## src/rtl/ball_control.sv

```systemverilog
// ball_control: Breakout ball position/velocity with wall, paddle and brick bounces plus life tracking.
module ball_control #(
    parameter int X_MIN      = 8,
    parameter int X_MAX      = 310,
    parameter int Y_MIN      = 8,
    parameter int Y_LOST     = 236,
    parameter int PADDLE_Y   = 220,
    parameter int SERVE_OFS  = 15,
    parameter int LIVES_INIT = 3
) (
    input  logic       clk,
    input  logic       resetn,
    input  logic       frame_tick,
    input  logic       launch,
    input  logic [2:0] paddle_hit,
    input  logic [8:0] paddle_x,
    input  logic [1:0] brick_hit,
    output logic [8:0] ball_x,
    output logic [7:0] ball_y,
    output logic       draw,
    output logic [1:0] lives,
    output logic       life_lost,
    output logic       game_over,
    output logic [1:0] state
);
    typedef enum logic [1:0] {SERVE, MOVE, LOST, OVER} state_t;
    localparam logic signed [9:0] XMN = 10'(X_MIN);
    localparam logic signed [9:0] XMX = 10'(X_MAX);
    localparam logic signed [9:0] YMN = 10'(Y_MIN);
    localparam logic signed [9:0] YLS = 10'(Y_LOST);
    state_t            st, st_nxt;
    logic signed [2:0] dx, dx_nxt, pdx, bdx, adx;
    logic signed [1:0] dy, dy_nxt, pdy, bdy;
    logic signed [9:0] nx, ny;
    logic        [8:0] x_nxt;
    logic        [7:0] y_nxt;
    logic        [1:0] lives_nxt;
    logic              p_set, hit_l, hit_r, hit_t;

    assign state = st;

    always_ff @(posedge clk) begin
        if (!resetn) begin
            st        <= SERVE;
            ball_x    <= 9'd167;
            ball_y    <= 8'd216;
            dx        <= 3'sd1;
            dy        <= -2'sd1;
            lives     <= 2'(LIVES_INIT);
            draw      <= 1'b1;
            life_lost <= 1'b0;
            game_over <= 1'b0;
        end else begin
            st        <= st_nxt;
            ball_x    <= x_nxt;
            ball_y    <= y_nxt;
            dx        <= dx_nxt;
            dy        <= dy_nxt;
            lives     <= lives_nxt;
            draw      <= frame_tick && (st == SERVE || st == MOVE);
            life_lost <= st == LOST;
            game_over <= game_over || (st == LOST && lives == 2'd1);
        end
    end

    always_comb begin
        st_nxt = st;
        if (st == SERVE && frame_tick && launch) st_nxt = MOVE;
        if (st == MOVE && frame_tick && ny >= YLS) st_nxt = LOST;
        if (st == LOST) st_nxt = lives == 2'd1 ? OVER : SERVE;
    end

    // Paddle first, then brick (its dy flip masked by a paddle bounce), then advance and clamp at walls.
    always_comb begin
        p_set = st == MOVE && dy == 2'sd1 && paddle_hit inside {[3'd1:3'd5]};
        pdx = !p_set ? dx :
              paddle_hit == 3'd1 ? -3'sd2 :
              paddle_hit == 3'd2 ? -3'sd1 :
              paddle_hit == 3'd3 ? (dx[2] ? -3'sd1 : 3'sd1) :
              paddle_hit == 3'd4 ? 3'sd1 : 3'sd2;
        pdy = p_set ? -2'sd1 : dy;
        bdx = brick_hit[0] ? -pdx : pdx;
        bdy = (brick_hit[1] && !p_set) ? -pdy : pdy;
        adx = bdx[2] ? -bdx : bdx;
        nx = {1'b0, ball_x} + {{7{bdx[2]}}, bdx};
        ny = {2'b0, ball_y} + {{8{bdy[1]}}, bdy};
        hit_l = nx <= XMN;
        hit_r = nx >= XMX;
        hit_t = ny <= YMN;
        x_nxt  = ball_x;
        y_nxt  = ball_y;
        dx_nxt = dx;
        dy_nxt = dy;
        if (frame_tick && st == SERVE) begin
            x_nxt  = paddle_x + 9'(SERVE_OFS);
            y_nxt  = 8'(PADDLE_Y - 4);
            dx_nxt = launch ? 3'sd1 : dx;
            dy_nxt = launch ? -2'sd1 : dy;
        end
        if (frame_tick && st == MOVE) begin
            x_nxt  = hit_l ? 9'(X_MIN) : hit_r ? 9'(X_MAX) : nx[8:0];
            dx_nxt = hit_l ? adx : hit_r ? -adx : bdx;
            y_nxt  = hit_t ? 8'(Y_MIN) : ny[7:0];
            dy_nxt = hit_t ? 2'sd1 : bdy;
        end
        if (st == LOST && lives != 2'd1) begin
            dx_nxt = 3'sd1;
            dy_nxt = -2'sd1;
        end
        lives_nxt = (st == LOST && lives != 2'd0) ? lives - 2'd1 : lives;
    end
endmodule

```

## config.mk

```make
export PLATFORM = sky130hd
export DESIGN_NAME = ball_control
export DESIGN_NICKNAME = d
export VERILOG_FILES = /design/src/rtl/ball_control.sv
export SDC_FILE = /design/constraint.sdc
export NUM_CORES = 1
export LEC_CHECK = 0
export CAP_MARGIN = 30
export CORE_ASPECT_RATIO = 0.9
export CORE_MARGIN = 8
export CORE_UTILIZATION = 40
export CTS_BUF_LIST = sky130_fd_sc_hd__clkbuf_8
export CTS_CLUSTER_DIAMETER = 60
export DETAILED_ROUTE_END_ITERATION = 8
export DONT_BUFFER_PORTS = 1
export GPL_TIMING_DRIVEN = 0
export HOLD_SLACK_MARGIN = 0.08
export SETUP_SLACK_MARGIN = 0.4
export SLEW_MARGIN = 10
export SYNTH_ARGS = -nofsm -noshare
export SYNTH_HDL_FRONTEND = slang
export SYNTH_SLANG_ARGS = --single-unit
```

## constraint.sdc

```tcl
create_clock -name clk -period 9.1 [get_ports clk]
set_input_delay 1.82 -clock clk [delete_from_list [all_inputs] [get_ports clk]]
set_output_delay 1.82 -clock clk [all_outputs]
set_load 0.02 [all_outputs]
```

* Word-level counts from Yosys, hierarchy flattened
Index checks and enable logic that the tools add are counted.
** Word-level totals
- Logic and storage cells :: 85
- Input bits :: 18
- Register bits :: 29
- Output and inout bits :: 24
** Cells by class
- Bitwise gates (word level) :: 1
- Equal/unequal tests :: 9
- Mux-type cells :: 30
- Reduce and logical (&&, ||, !) cells :: 22
- Order comparisons :: 6
- $add $sub $neg :: 8
** Operators by type and width (count)
- $mux W3 :: 12
- $mux W9 :: 4
- $mux W8 :: 3
- $mux W2 :: 11
- $le A10 B5 Y1 const B :: 2
- $logic_and A1 B1 Y1 :: 12
- $add A9 B10 Y10 :: 1
- $add A9 B2 Y10 :: 1
- $ge A10 B10 Y1 const B :: 1
- $ge A10 B9 Y1 const B :: 1
- $add A9 B4 Y9 const B :: 1
- $neg A3 Y3 :: 3
- $eq A3 B2 Y1 const B :: 2
- $reduce_bool A2 Y1 :: 3
- $eq A2 B1 Y1 const B :: 2
- $eq A2 B2 Y1 const B :: 2
- $eq A3 B1 Y1 const B :: 1
- $eq A3 B3 Y1 const B :: 1
- $ge A3 B1 Y1 const B :: 1
- $le A3 B3 Y1 const B :: 1
- $reduce_bool A3 Y1 :: 1
- $logic_not A2 Y1 :: 1
- $logic_or A1 B1 Y1 :: 2
- $ne A2 B1 Y1 const B :: 1
- 6 further kinds :: 6

* Depth between registers and ports, before layout
- Word-level depth :: 14
- Depth in mapped cells :: 20
- Mapped depth without buffers :: 18

* Worst setup path after synthesis
OpenSTA, ideal clock, no wires.
- Path kind :: input to register
- Start :: input port paddle_hit[1]
- End :: register ball_x[0]
- Cell stages on the path :: 19
- Setup slack :: 3537 ps
- Required time :: 8978 ps
- Arrival time :: 5441 ps
- Library setup time :: 122 ps
- Cells stage by stage :: inv_1 nor2_1 nor2_1 o22a_1 inv_1 ha_1 nor2b_1 or4_4 nand4b_4 ha_1 o21ai_1 nand2b_1 mux2_2 a31o_2 o31a_4 nor2b_4 buf_6 and3b_1 o32a_1
** On the way
- Word-level cells in the longest chain between the ends :: 13
- Elaborated cells on any way between the ends :: 21
- Those cells by class :: 2 x add/sub; 4 x order compare; 4 x eq/ne; 9 x mux; 2 x reduce/logical
** RTL lines
- start, declared :: RTL line 15 : input logic [2:0] paddle_hit,
- $eq A3 B3 Y1 :: RTL line 80 : paddle_hit == 3'd4 ? 3'sd1 : 3'sd2;
- $mux W2 :: RTL line 80
- $mux W3 :: RTL line 79 : paddle_hit == 3'd3 ? (dx[2] ? -3'sd1 : 3'sd1) :
- $mux W3 :: RTL line 78 : paddle_hit == 3'd2 ? -3'sd1 :
- $mux W3 :: RTL line 77 : paddle_hit == 3'd1 ? -3'sd2 :
- $mux W3 (*) :: RTL line 76 : pdx = !p_set ? dx :
- $neg A3 Y3 :: RTL line 82 : bdx = brick_hit[0] ? -pdx : pdx;
- $mux W3 (*) :: RTL line 82
- $add A9 B10 Y10 (*) :: RTL line 85 : nx = {1'b0, ball_x} + {{7{bdx[2]}}, bdx};
- $ge A10 B10 Y1 :: RTL line 88 : hit_r = nx >= XMX;
- $mux W9 :: RTL line 101 : x_nxt = hit_l ? 9'(X_MIN) : hit_r ? 9'(X_MAX) : nx[8:0];
- $mux W9 (*) :: RTL line 101
- $mux W9 (*) :: RTL line 100 : if (frame_tick && st == MOVE) begin
- end signal, assigned :: RTL line 55 : ball_x <= x_nxt;
- end, declared :: RTL line 18 : output logic [8:0] ball_x,
Mark *: on every way between the ends. The rest lies on a longest branch, timed or not.
A chain may end at the register's enable or synchronous reset.

* Final worst setup path
Same ends and word-level chain as after synthesis.

==> out/qor.yml <==
status: "complete, no violations"
vias: 2430
rsz0062_at_grt: "no"
gp_congestion: 0.9006
finClkSkew_ps: 6.211
hold_path.startpoint: "dx[2]$_SDFFE_PP0P_"
synth_edf_count: 0
synthSimpleGateAreaFrac_pct: 23.01
cts_setup_buffers: 0
post_drt_wl_per_cell_um: 16.15
power_per_cell_area_nw_per_um2: 162.5
path_depth: 20
synthAdderAreaFrac_pct: 12.67
drc_errors: 0
grt_start_max_net_pins: 13
cap_violations: 0
overflow: 0
drtAntennaViolNets: 0
worst_pin_slew_ps: 654.3
routed_wl_mm: 6.817
critPathArrivalTime_ps: 5830
cts_tree: "yes"
synth-compound-area-share_pct: 31.35
n_fill_cell: 672
area_delta_synth_final_pct: 8.244
synth_cell_types: 77
cts_hold_buf: 0
timing.rr.start: "state[1]$_SDFFE_PN0P_"
syn_inst: 323
die_h_um: 93.75
muxShareOfSynthArea_pct: 1.537
min_path_cells: 2
synthArstFlopShare_pct: 0
max_freq_ghz: 0.1770
hold_class: "reg -> reg"
worstSetupPathType: "in -> reg"
die_x_um: 102.4
clk_pin_slew_ps: 70
cts.htree.levels: 2
ys.flop_type: "dfxtp_1"
cpPeakStageDelay_ps: 500
post-route-min-period_ps: 5651
grt_pass1_vias: 2266
crit_family: "compound AO/OA/AOI/OAI gates"
grt_usage_pct: 14.78
io_buffers: 0
clock-sinks: 29
crit_path_end_kind: "flip-flop"
drive_gt1_share_pct: 10.54
worstPathRequired_ps: 9280
final.period_utilization_pct: 62.10
nNetsFinal: 375
slowest_stage: "or4_4"
relSlewSlack_pct: 55.92
core_area_sq_um: 6551
syn-num-nets: 367
pin_count: 42
drt-initial-drc-count: 159
slew_viol_final: 0
vdd_ir_drop_max_mv: 0.05355
synth_xor_area_share_pct: 5.496
cp_max_fo: 12
yosysWarnings: 0
viasPerCell: 5.758
root_buffer: "clkbuf_8"
reg2reg_slack_ps: 4170
grt_first_pass_wirelength_mm: 11.27
worst_r2r_endpoint: "ball_x[0]$_SDFFE_PN1P_"
antenna_found_initial: 0
diodes: 0
cts_resized: 0
synth_top_area_share_pct: 21.61
synth_top_family_by_area: "compound AO/OA/AOI/OAI gates"
yosysTopAreaCell: "dfxtp_1"
row_count: 28
p_leak_nw: 1.153
hold_end: "dx[2]$_SDFFE_PP0P_"
finalSetupTns_ps: 0
clk_latency_ps: 290
dpl.hpwl_mm: 5.485
start_util_pct: 41.00
cts_max_path_buffers: 2
firstDrtPassIters: 4
startpoint_type: "primary input"
crit_buf_inv: 4
dieArea_sq_um: 9598
r2r_cells: 18
avgSynthCellArea_sq_um: 8.317
hold_viol: 0
cts_buffers: 5
utilization_pct: 44.39
setup_viol: 0
synth-seq-cells: 29
path_cells: "inv_1, nor2_1, nor2_1, o22a_1, inv_1, ha_1, nor2b_1, or4_4, nand4b_4, ha_1, buf_6, a21oi_2, o211ai_2, a31oi_4, xnor2_1, o31a_4, nor2b_4, buf_6, and3b_1, o32a_1"
synth-seq-area-share_pct: 21.61
syn_area_sq_um: 2686
synth_area_leaders: "dfxtp_1 22%, ha_1 11%, nor2_1 5.4%"
-- synth_stat cells, types with 4 or more instances --
master    number
nor2_1        39
ha_1          24
dfxtp_1       29
o211ai_1       5
nand4_1        6
a21o_1         5
xnor2_1        9
nand3_1        6
nor2b_1        6
o21ai_0       18
o21a_1        10
nand2b_1       5
a21oi_1       17
inv_1         19
and3_1         4
o22ai_1        4
nand2_1       16
nor3_1         8
xor2_1         6
and2_1         4
a211oi_1       6
-- where the power goes --
| part | leakage, nW | total (W) | switching, W | internal (W) |
|---|---|---|---|---|
| logic | 0.861 | 0.000203 | 0.000116 | 0.0000868 |
| clock network | 0.0542 | 0.000120 | 0.0000515 | 0.0000683 |
| registers | 0.237 | 0.000149 | 0.0000154 | 0.000134 |
| total | 1.15 | 0.000472 | 0.000183 | 0.000289 |
-- routing by layer --
metal	wire, um	up-vias	part of all wire, %	GRT usage, %
met3	663	4	9.7	6.222
met5	0	-	0	0
li1	-	1235	-	-
met1	3380	1123	50	20.48
met4	34	0	0.50	2.930
met2	2739	68	40	20.61
-- registers in the layout, summed over array words and instances, names as in the netlist --
| name | cells |
|---|---|
| game_over | 1 |
| ball_y | 8 |
| dy | 2 |
| dx | 3 |
| life_lost | 1 |
| ball_x | 9 |
| state | 2 |
| lives | 2 |
| draw | 1 |
-- tightest hold or removal path, cell delays in order, from the launching register on --
cell	delay, ps
dfxtp_1	340
nand2_1	100
a2bb2oi_2	50
-- layout make-up --
class / count / area, sq um / share of cell area (%)
Clock buffer: 7 / 96.34 / 3.313
Clock inverter: 1 / 5.005 / 0.1721
Tap cell: 90 / 112.6 / 3.873
Timing Repair Buffer: 1 / 7.507 / 0.2582
Multi-Input combinational cell: 268 / 1989 / 68.42
Inverter: 20 / 75.07 / 2.582
Sequential cell: 29 / 580.6 / 19.97
Buffer: 6 / 41.29 / 1.420
-- layout by cell type, fill, tap and decap left out, drive strengths merged, types with 3 or more instances in the layout --
master	netlist	final
nand4	6	6
nand3	6	6
a21o	5	5
and3	4	4
a211oi	6	6
mux2i	3	3
o22ai	4	4
a21oi	19	19
nand2	16	16
a22o	3	3
nor3	8	8
ha	24	24
o21ai	21	21
buf	3	4
nor2b	7	7
nand2b	5	5
a31oi	4	4
xnor2	9	9
o211ai	6	6
dfxtp	29	29
o21a	10	10
inv	20	20
or3	3	3
nor2	39	39
and2	4	4
clkbuf	3	10
a41oi	3	3
xor2	7	7
-- worst max-delay path by stage --
stage	startpoint	endpoint
2_1_floorplan	paddle_hit[1]	ball_x[0]$_SDFFE_PN1P_
3_3_place_gp	paddle_hit[1]	ball_x[0]$_SDFFE_PN1P_
3_5_place_dp	paddle_hit[1]	ball_x[0]$_SDFFE_PN1P_
4_1_cts	paddle_hit[1]	ball_x[0]$_SDFFE_PN1P_
5_1_grt	paddle_hit[1]	ball_x[0]$_SDFFE_PN1P_
6_report	paddle_hit[1]	ball_x[0]$_SDFFE_PN1P_
-- per-stage QoR --
| step | cell area, sq um | std cells | setup WS [ps] | hold slack, ps | total power (W) |
|---|---|---|---|---|---|
| floorplan | 2686 | 323 | 3537 | 481.0 | 0.0003152 |
| global placement | 2799 | 413 | 3178 | 513.8 | 0.0003519 |
| detailed placement | 2806 | 414 | 3152 | 520.1 | 0.0003536 |
| CTS | 2908 | 422 | 3453 | 532.6 | 0.0004752 |
| global route | 2908 | 422 | 3175 | 561.6 | 0.0005060 |
| finish | 2908 | 422 | 3449 | 535.9 | 0.0004725 |
-- cells by family (layout without fill, tap and decap cells) --
group           after synthesis  after routing
fa+ha+maj                    26             26
flops                        29             29
compound gates              111            111
buf+inv                      26             35
simple gates                111            111
xor+xnor                     16             16
mux                           4              4
(Power assumes the default switching activity.)
